## src/rtl/sha2_compress_core.sv

```systemverilog
// SHA-256 / SHA-512 compression core: one round per clock, with round constants read from an external synchronous ROM.
// Optional macro SHA2_CHAIN_EN adds the chaining register so that multi-block messages can be hashed.
module sha2_compress_core #(
    parameter int WORDSIZE = 32
) (
    input  logic                   clk,
    input  logic                   rst,
    input  logic                   in_valid,
    output logic                   in_ready,
    input  logic [16*WORDSIZE-1:0] in_block,
    input  logic                   in_first,
    output logic [6:0]             k_round,
    input  logic [WORDSIZE-1:0]    k_in,
    output logic                   out_valid,
    input  logic                   out_ready,
    output logic [8*WORDSIZE-1:0]  digest
);
    localparam int ROUNDS = (WORDSIZE == 32) ? 64 : 80;
    localparam logic [6:0] LAST_ROUND = 7'(ROUNDS - 1);

    localparam int BS0_A = (WORDSIZE == 32) ? 2  : 28;
    localparam int BS0_B = (WORDSIZE == 32) ? 13 : 34;
    localparam int BS0_C = (WORDSIZE == 32) ? 22 : 39;
    localparam int BS1_A = (WORDSIZE == 32) ? 6  : 14;
    localparam int BS1_B = (WORDSIZE == 32) ? 11 : 18;
    localparam int BS1_C = (WORDSIZE == 32) ? 25 : 41;
    localparam int SS0_A = (WORDSIZE == 32) ? 7  : 1;
    localparam int SS0_B = (WORDSIZE == 32) ? 18 : 8;
    localparam int SS0_S = (WORDSIZE == 32) ? 3  : 7;
    localparam int SS1_A = (WORDSIZE == 32) ? 17 : 19;
    localparam int SS1_B = (WORDSIZE == 32) ? 19 : 61;
    localparam int SS1_S = (WORDSIZE == 32) ? 10 : 6;

    localparam logic [255:0] IV_256 = 256'h6a09e667bb67ae853c6ef372a54ff53a510e527f9b05688c1f83d9ab5be0cd19;
    localparam logic [511:0] IV_512 = 512'h6a09e667f3bcc908_bb67ae8584caa73b_3c6ef372fe94f82b_a54ff53a5f1d36f1_510e527fade682d1_9b05688c2b3e6c1f_1f83d9abfb41bd6b_5be0cd19137e2179;
    localparam logic [511:0] IV_ALL = (WORDSIZE == 32) ? {256'd0, IV_256} : IV_512;
    localparam logic [0:7][WORDSIZE-1:0] IV = IV_ALL[8*WORDSIZE-1:0];

    generate
        if (WORDSIZE != 32 && WORDSIZE != 64) begin : g_bad_wordsize
            $error("sha2_compress_core: WORDSIZE must be 32 or 64");
        end
    endgenerate

    function automatic logic [WORDSIZE-1:0] rotr(input logic [WORDSIZE-1:0] x, input int n);
        return (x >> n) | (x << (WORDSIZE - n));
    endfunction

    function automatic logic [WORDSIZE-1:0] big_sigma0(input logic [WORDSIZE-1:0] x);
        return rotr(x, BS0_A) ^ rotr(x, BS0_B) ^ rotr(x, BS0_C);
    endfunction

    function automatic logic [WORDSIZE-1:0] big_sigma1(input logic [WORDSIZE-1:0] x);
        return rotr(x, BS1_A) ^ rotr(x, BS1_B) ^ rotr(x, BS1_C);
    endfunction

    function automatic logic [WORDSIZE-1:0] small_sigma0(input logic [WORDSIZE-1:0] x);
        return rotr(x, SS0_A) ^ rotr(x, SS0_B) ^ (x >> SS0_S);
    endfunction

    function automatic logic [WORDSIZE-1:0] small_sigma1(input logic [WORDSIZE-1:0] x);
        return rotr(x, SS1_A) ^ rotr(x, SS1_B) ^ (x >> SS1_S);
    endfunction

    function automatic logic [WORDSIZE-1:0] ch(input logic [WORDSIZE-1:0] x, y, z);
        return (x & y) ^ (~x & z);
    endfunction

    function automatic logic [WORDSIZE-1:0] maj(input logic [WORDSIZE-1:0] x, y, z);
        return (x & y) ^ (x & z) ^ (y & z);
    endfunction

    typedef enum logic [2:0] {
        S_IDLE  = 3'd0,
        S_LOAD  = 3'd1,
        S_ROUND = 3'd2,
        S_FINAL = 3'd3,
        S_DONE  = 3'd4
    } state_t;

    state_t                      state_r, state_s;
    logic [6:0]                  round_r, round_s;
    logic                        in_ready_r, in_ready_s;
    logic                        out_valid_r, out_valid_s;
    logic [6:0]                  k_round_r, k_round_s;
    logic [0:15][WORDSIZE-1:0]   win_r;
    logic [0:7][WORDSIZE-1:0]    wv_r, wv_s, hsel_s, hbase_s, sum_s;
    logic [WORDSIZE-1:0]         t1_s, t2_s, w_new_s;
    logic [8*WORDSIZE-1:0]       digest_r;

    // State register plus registered handshake and ROM-index outputs
    always_ff @(posedge clk) begin
        if (rst) begin
            state_r     <= S_IDLE;
            round_r     <= 7'd0;
            in_ready_r  <= 1'b1;
            out_valid_r <= 1'b0;
            k_round_r   <= 7'd0;
        end else begin
            state_r     <= state_s;
            round_r     <= round_s;
            in_ready_r  <= in_ready_s;
            out_valid_r <= out_valid_s;
            k_round_r   <= k_round_s;
        end
    end

    // Next-state and round-counter logic
    always_comb begin
        state_s = state_r;
        round_s = round_r;
        case (state_r)
            S_IDLE: begin
                if (in_valid) state_s = S_LOAD;
                else          state_s = S_IDLE;
            end
            S_LOAD: begin
                state_s = S_ROUND;
                round_s = 7'd0;
            end
            S_ROUND: begin
                if (round_r == LAST_ROUND) begin
                    state_s = S_FINAL;
                    round_s = 7'd0;
                end else begin
                    state_s = S_ROUND;
                    round_s = round_r + 7'd1;
                end
            end
            S_FINAL: state_s = S_DONE;
            S_DONE: begin
                if (out_ready) state_s = S_IDLE;
                else           state_s = S_DONE;
            end
            default: begin
                state_s = S_IDLE;
                round_s = 7'd0;
            end
        endcase
    end

    // Output decode from the upcoming state; k_round runs one round ahead for the sync ROM
    always_comb begin
        in_ready_s  = (state_s == S_IDLE);
        out_valid_s = (state_s == S_DONE);
        if (state_s == S_ROUND) k_round_s = round_s + 7'd1;
        else                    k_round_s = 7'd0;
    end

`ifdef SHA2_CHAIN_EN
    logic [0:7][WORDSIZE-1:0] chain_r;
    logic                     first_r;

    assign hsel_s  = in_first ? IV : chain_r;
    assign hbase_s = first_r  ? IV : chain_r;

    // Chaining register: reset to IV so an unchained first block still starts from IV
    always_ff @(posedge clk) begin
        if (rst) begin
            chain_r <= IV;
            first_r <= 1'b1;
        end else if (state_r == S_IDLE && in_valid) begin
            first_r <= in_first;
        end else if (state_r == S_FINAL) begin
            chain_r <= sum_s;
        end
    end
`else
    logic unused_in_first_s;

    assign unused_in_first_s = in_first;
    assign hsel_s            = IV;
    assign hbase_s           = IV;
`endif

    // One compression round, next schedule word, and the final feed-forward sum
    always_comb begin
        t1_s    = wv_r[7] + big_sigma1(wv_r[4]) + ch(wv_r[4], wv_r[5], wv_r[6]) + k_in + win_r[0];
        t2_s    = big_sigma0(wv_r[0]) + maj(wv_r[0], wv_r[1], wv_r[2]);
        wv_s    = {t1_s + t2_s, wv_r[0], wv_r[1], wv_r[2], wv_r[3] + t1_s, wv_r[4], wv_r[5], wv_r[6]};
        w_new_s = small_sigma1(win_r[14]) + win_r[9] + small_sigma0(win_r[1]) + win_r[0];
        for (int i = 0; i < 8; i++) begin
            sum_s[i] = hbase_s[i] + wv_r[i];
        end
    end

    // Working variables, sliding 16-word schedule window and digest register
    always_ff @(posedge clk) begin
        if (rst) begin
            win_r    <= '0;
            wv_r     <= '0;
            digest_r <= '0;
        end else begin
            case (state_r)
                S_IDLE: begin
                    if (in_valid) begin
                        win_r <= in_block;
                        wv_r  <= hsel_s;
                    end
                end
                S_ROUND: begin
                    wv_r  <= wv_s;
                    win_r <= {win_r[1:15], w_new_s};
                end
                S_FINAL: digest_r <= sum_s;
                default: begin
                end
            endcase
        end
    end

    assign in_ready  = in_ready_r;
    assign out_valid = out_valid_r;
    assign k_round   = k_round_r;
    assign digest    = digest_r;
endmodule

```

## config.mk

```make
export PLATFORM = sky130hd
export DESIGN_NAME = sha2_compress_core
export DESIGN_NICKNAME = d
export VERILOG_FILES = /design/src/rtl/sha2_compress_core.sv
export SDC_FILE = /design/constraint.sdc
export NUM_CORES = 2
export LEC_CHECK = 0
export BUFFER_PORTS_ARGS = -buffer_cell sky130_fd_sc_hd__buf_2
export CAP_MARGIN = 0
export CORE_ASPECT_RATIO = 0.6
export CORE_MARGIN = 3
export CORE_UTILIZATION = 51
export CTS_BUF_LIST = sky130_fd_sc_hd__clkbuf_8
export DETAILED_ROUTE_END_ITERATION = 12
export PLACE_DENSITY = 0.85
export SKIP_CTS_REPAIR_TIMING = 1
export SYNTH_ARGS = -nofsm -noshare
export SYNTH_HDL_FRONTEND = slang
export SYNTH_SLANG_ARGS = --single-unit
```

## constraint.sdc

```tcl
create_clock -name clk -period 7.4 [get_ports clk]
set_input_delay 0.74 -clock clk [delete_from_list [all_inputs] [get_ports clk]]
set_output_delay 0.74 -clock clk [all_outputs]
set_load 0.02 [all_outputs]
```

==> impl_metrics.py <==
metrics = {
    "outcome": {
        "status": "complete, no violations",
    },
    "sta": {
        "setup-violations-final": 0,
        "tightestPinTransition_ns": 1.18,
        "holdWs_ns": 0.0798,
        "finalCritPeriodShare_pct": 95.8,
        "slew_headroom_pct": 21.2,
        "skew_ns": 0.0537,
        "drv_slew": 0,
        "fmax_mhz": 141,
        "finalHoldViolations": 0,
        "min_period_ns": 7.09,
    },
    "synth": {
        "yosys_warnings": 0,
        "yosys-top-cells-area": "dfxtp_1 (37%), fa_1 (6.6%), nor2_1 (6.5%)",
        "syn_inst": 6968,
        "synthFlopType": "dfxtp_1",
        "yosys.cell_types.count": 104,
        "post-synth-top-count-cell": "dfxtp_1",
        "syn_avg_cell_area_sq_um": 8.12,
        "yosys-top-cells-count": "dfxtp_1 (1043), nor2_1 (986), nand2_1 (964), clkbuf_1 (535), inv_1 (403)",
        "syn_nets": 7838,
        "synth_edf_count": 0,
        "ys_ff_latch": 1043,
        "syn_area_sq_um": 56600,
        "async_flop_share_pct": 0,
        "yosysSeqAreaShare_pct": 36.9,
        "yosys.area.top_type": "dfxtp_1",
        "synth_top_area_share_pct": 36.9,
    },
    "finish": {
        "instances_no_fill": 9144,
        "postLayoutCellArea_sq_um": 65200,
        "area_growth_pct": 15.2,
        "n_fill_cell": 9702,
        "drive_gt1_share_pct": 17.1,
        "fin_nets": 8370,
        "postLayoutCoreUtil_pct": 60.0,
    },
    "clock_network": {
        "htree_num_levels": 4,
        "clkSinkCount": 1043,
        "cts_tree": "yes",
        "ctsRootBufferMaster": "clkbuf_8",
        "clock_latency_ns": 0.93,
        "clk_pin_slew_ns": 0.07,
        "numCtsBuffers": 154,
        "clockBufferDepth": 3,
    },
    "worst_setup_path": {
        "r2r-end": "wv_r[252]",
        "r2r_start": "win_r[492]",
        "critPathArrivalTime_ns": 7.82,
        "path_max_fanout": 3,
        "slowest_delay_ns": 0.60,
        "cp_slowest_cell": "fa_1",
        "reg2reg_depth": 30,
        "start_kind": "flip-flop",
        "critPathKind": "reg2reg",
        "cp.required_ns": 8.13,
        "reg2reg_slack_ns": 0.31,
        "end_kind": "flip-flop",
    },
    "global_route": {
        "met2_usage_pct": 49.2,
        "grt_pass1_vias": 50400,
        "grt_busiest_layer": "met1",
        "grt_use_total_pct": 38.0,
        "grt_max_degree": 214,
        "grtUsageMet1_pct": 56.4,
        "grt_pass1_wl_um": 330000,
        "grt_overflow_total": 0,
        "groute.layer.met3.usage_pct": 13.3,
        "antenna_found_initial": 60,
    },
    "detailed_routing": {
        "wl_per_cell_um": 25.1,
        "viasPerCell": 6.12,
        "first_pass_iters": 8,
        "vias": 55900,
        "postRouteAntennaNets": 0,
        "finalWirelength_um": 230000,
        "drt_iter0_markers": 9044,
        "drc": 0,
    },
    "die": {
        "dieArea_sq_um": 115000,
        "fp.dieW_um": 436,
        "initial_core_util_pct": 52.1,
        "fp.coreArea_sq_um": 109000,
        "row_count": 93,
        "ios": 814,
        "chipHeight_um": 264,
    },
    "placement": {
        "gp_congestion": 1.01,
        "portBuffers": 812,
        "hpwl_um": 173000,
        "placed_cell_area_sq_um": 61600,
        "dp_cells": 8814,
    },
    "job": {
        "cap_violations": 0,
    },
    "worst_hold_path": {
        "hp-start": "in_block[286]",
        "holdCritPathClass": "in2reg",
        "hold_path_end": "win_r[286]",
        "hold-path-cell-count": 3,
    },
}
## flip-flops by register name, indices dropped and copies added (netlist names)
register / flops
in_ready: 1
round_r: 7
state_r: 3
k_round: 7
digest: 256
out_valid: 1
win_r: 512
wv_r: 256
## metal layers
layer / wire (um) / vias to the layer above
met4: 9120 / 12
li1: - / 25000
met5: 64 / -
met3: 35500 / 531
met2: 88400 / 3765
met1: 96900 / 26700
## worst max-delay path, delay by kind of cell, from the launching register on
| family | cells | cell delay (ns) |
|---|---|---|
| xor gates and xnor gates | 2 | 0.38 |
| AOI/OAI and AO/OA | 12 | 1.90 |
| buffers and inverters | 6 | 0.60 |
| and+or+nand+nor | 4 | 0.94 |
| DFF | 1 | 0.37 |
| adders and majority gates | 6 | 2.70 |
## cells by family after synthesis
family          count (synthesis)  share of synthesized area, %
compound gates               1622                          20.1
mux                            41                         0.770
flops                        1043                          36.9
buf+inv                       991                          6.64
xor+xnor                      535                          8.28
fa+ha+maj                     323                          9.62
simple gates                 2413                          17.7
## area by class of cell
cell class,count,area (sq um),share of cell area [%]
multi-input combinational,4934,32100,49.2
clock buffer,190,2620,4.01
timing repair buffer,962,5350,8.21
tap,1472,1840,2.83
antenna,55,138,0.211
clock inverter,83,762,1.17
sequential,1043,20900,32.0
inverter,405,1520,2.34
## worst max-delay path by stage
stage	cells after the start	from	slack, ns	to
final	30	win_r[492]	0.31	wv_r[252]
after global routing	30	win_r[492]	-0.04	wv_r[252]
after CTS	30	win_r[482]	0.17	wv_r[252]
after detailed placement	32	k_in[3]	-0.25	wv_r[252]
after global placement	31	k_in[2]	-0.18	wv_r[252]
after floorplan	30	k_in[2]	0.50	wv_r[252]
## metrics by stage
step	setup WS [ns]	setup TNS (ns)
2_1_floorplan	0.495	0
3_3_place_gp	-0.181	-0.181
3_5_place_dp	-0.252	-0.252
4_1_cts	0.169	0
5_1_grt	-0.0364	-0.0364
6_report	0.311	0
## cells in the final DEF (no fill, tap or decap), types with 22 or more instances in the layout
cell | synthesis | final
nor2_1 | 986 | 982
xnor2_1 | 329 | 329
o21ai_0 | 113 | 113
o21ai_1 | 45 | 43
a22oi_1 | 102 | 102
diode_2 | 0 | 55
o22ai_1 | 320 | 320
fa_1 | 187 | 187
xor2_1 | 206 | 203
inv_1 | 403 | 441
buf_4 | 0 | 138
a311oi_1 | 326 | 325
o21a_1 | 25 | 25
nor2b_1 | 22 | 22
a21oi_1 | 278 | 277
and3_1 | 31 | 31
nor3_1 | 215 | 214
nand2_1 | 964 | 963
nand3_1 | 44 | 44
ha_1 | 134 | 134
buf_2 | 13 | 811
a21o_1 | 104 | 104
dfxtp_1 | 1043 | 1042
clkbuf_8 | 0 | 190
or3_1 | 29 | 29
nand2b_1 | 31 | 31
a211oi_1 | 159 | 158
Power is left out: the tool's default activity adds up to more than one toggle a clock period on the data nets, which glitch-free logic cannot reach.
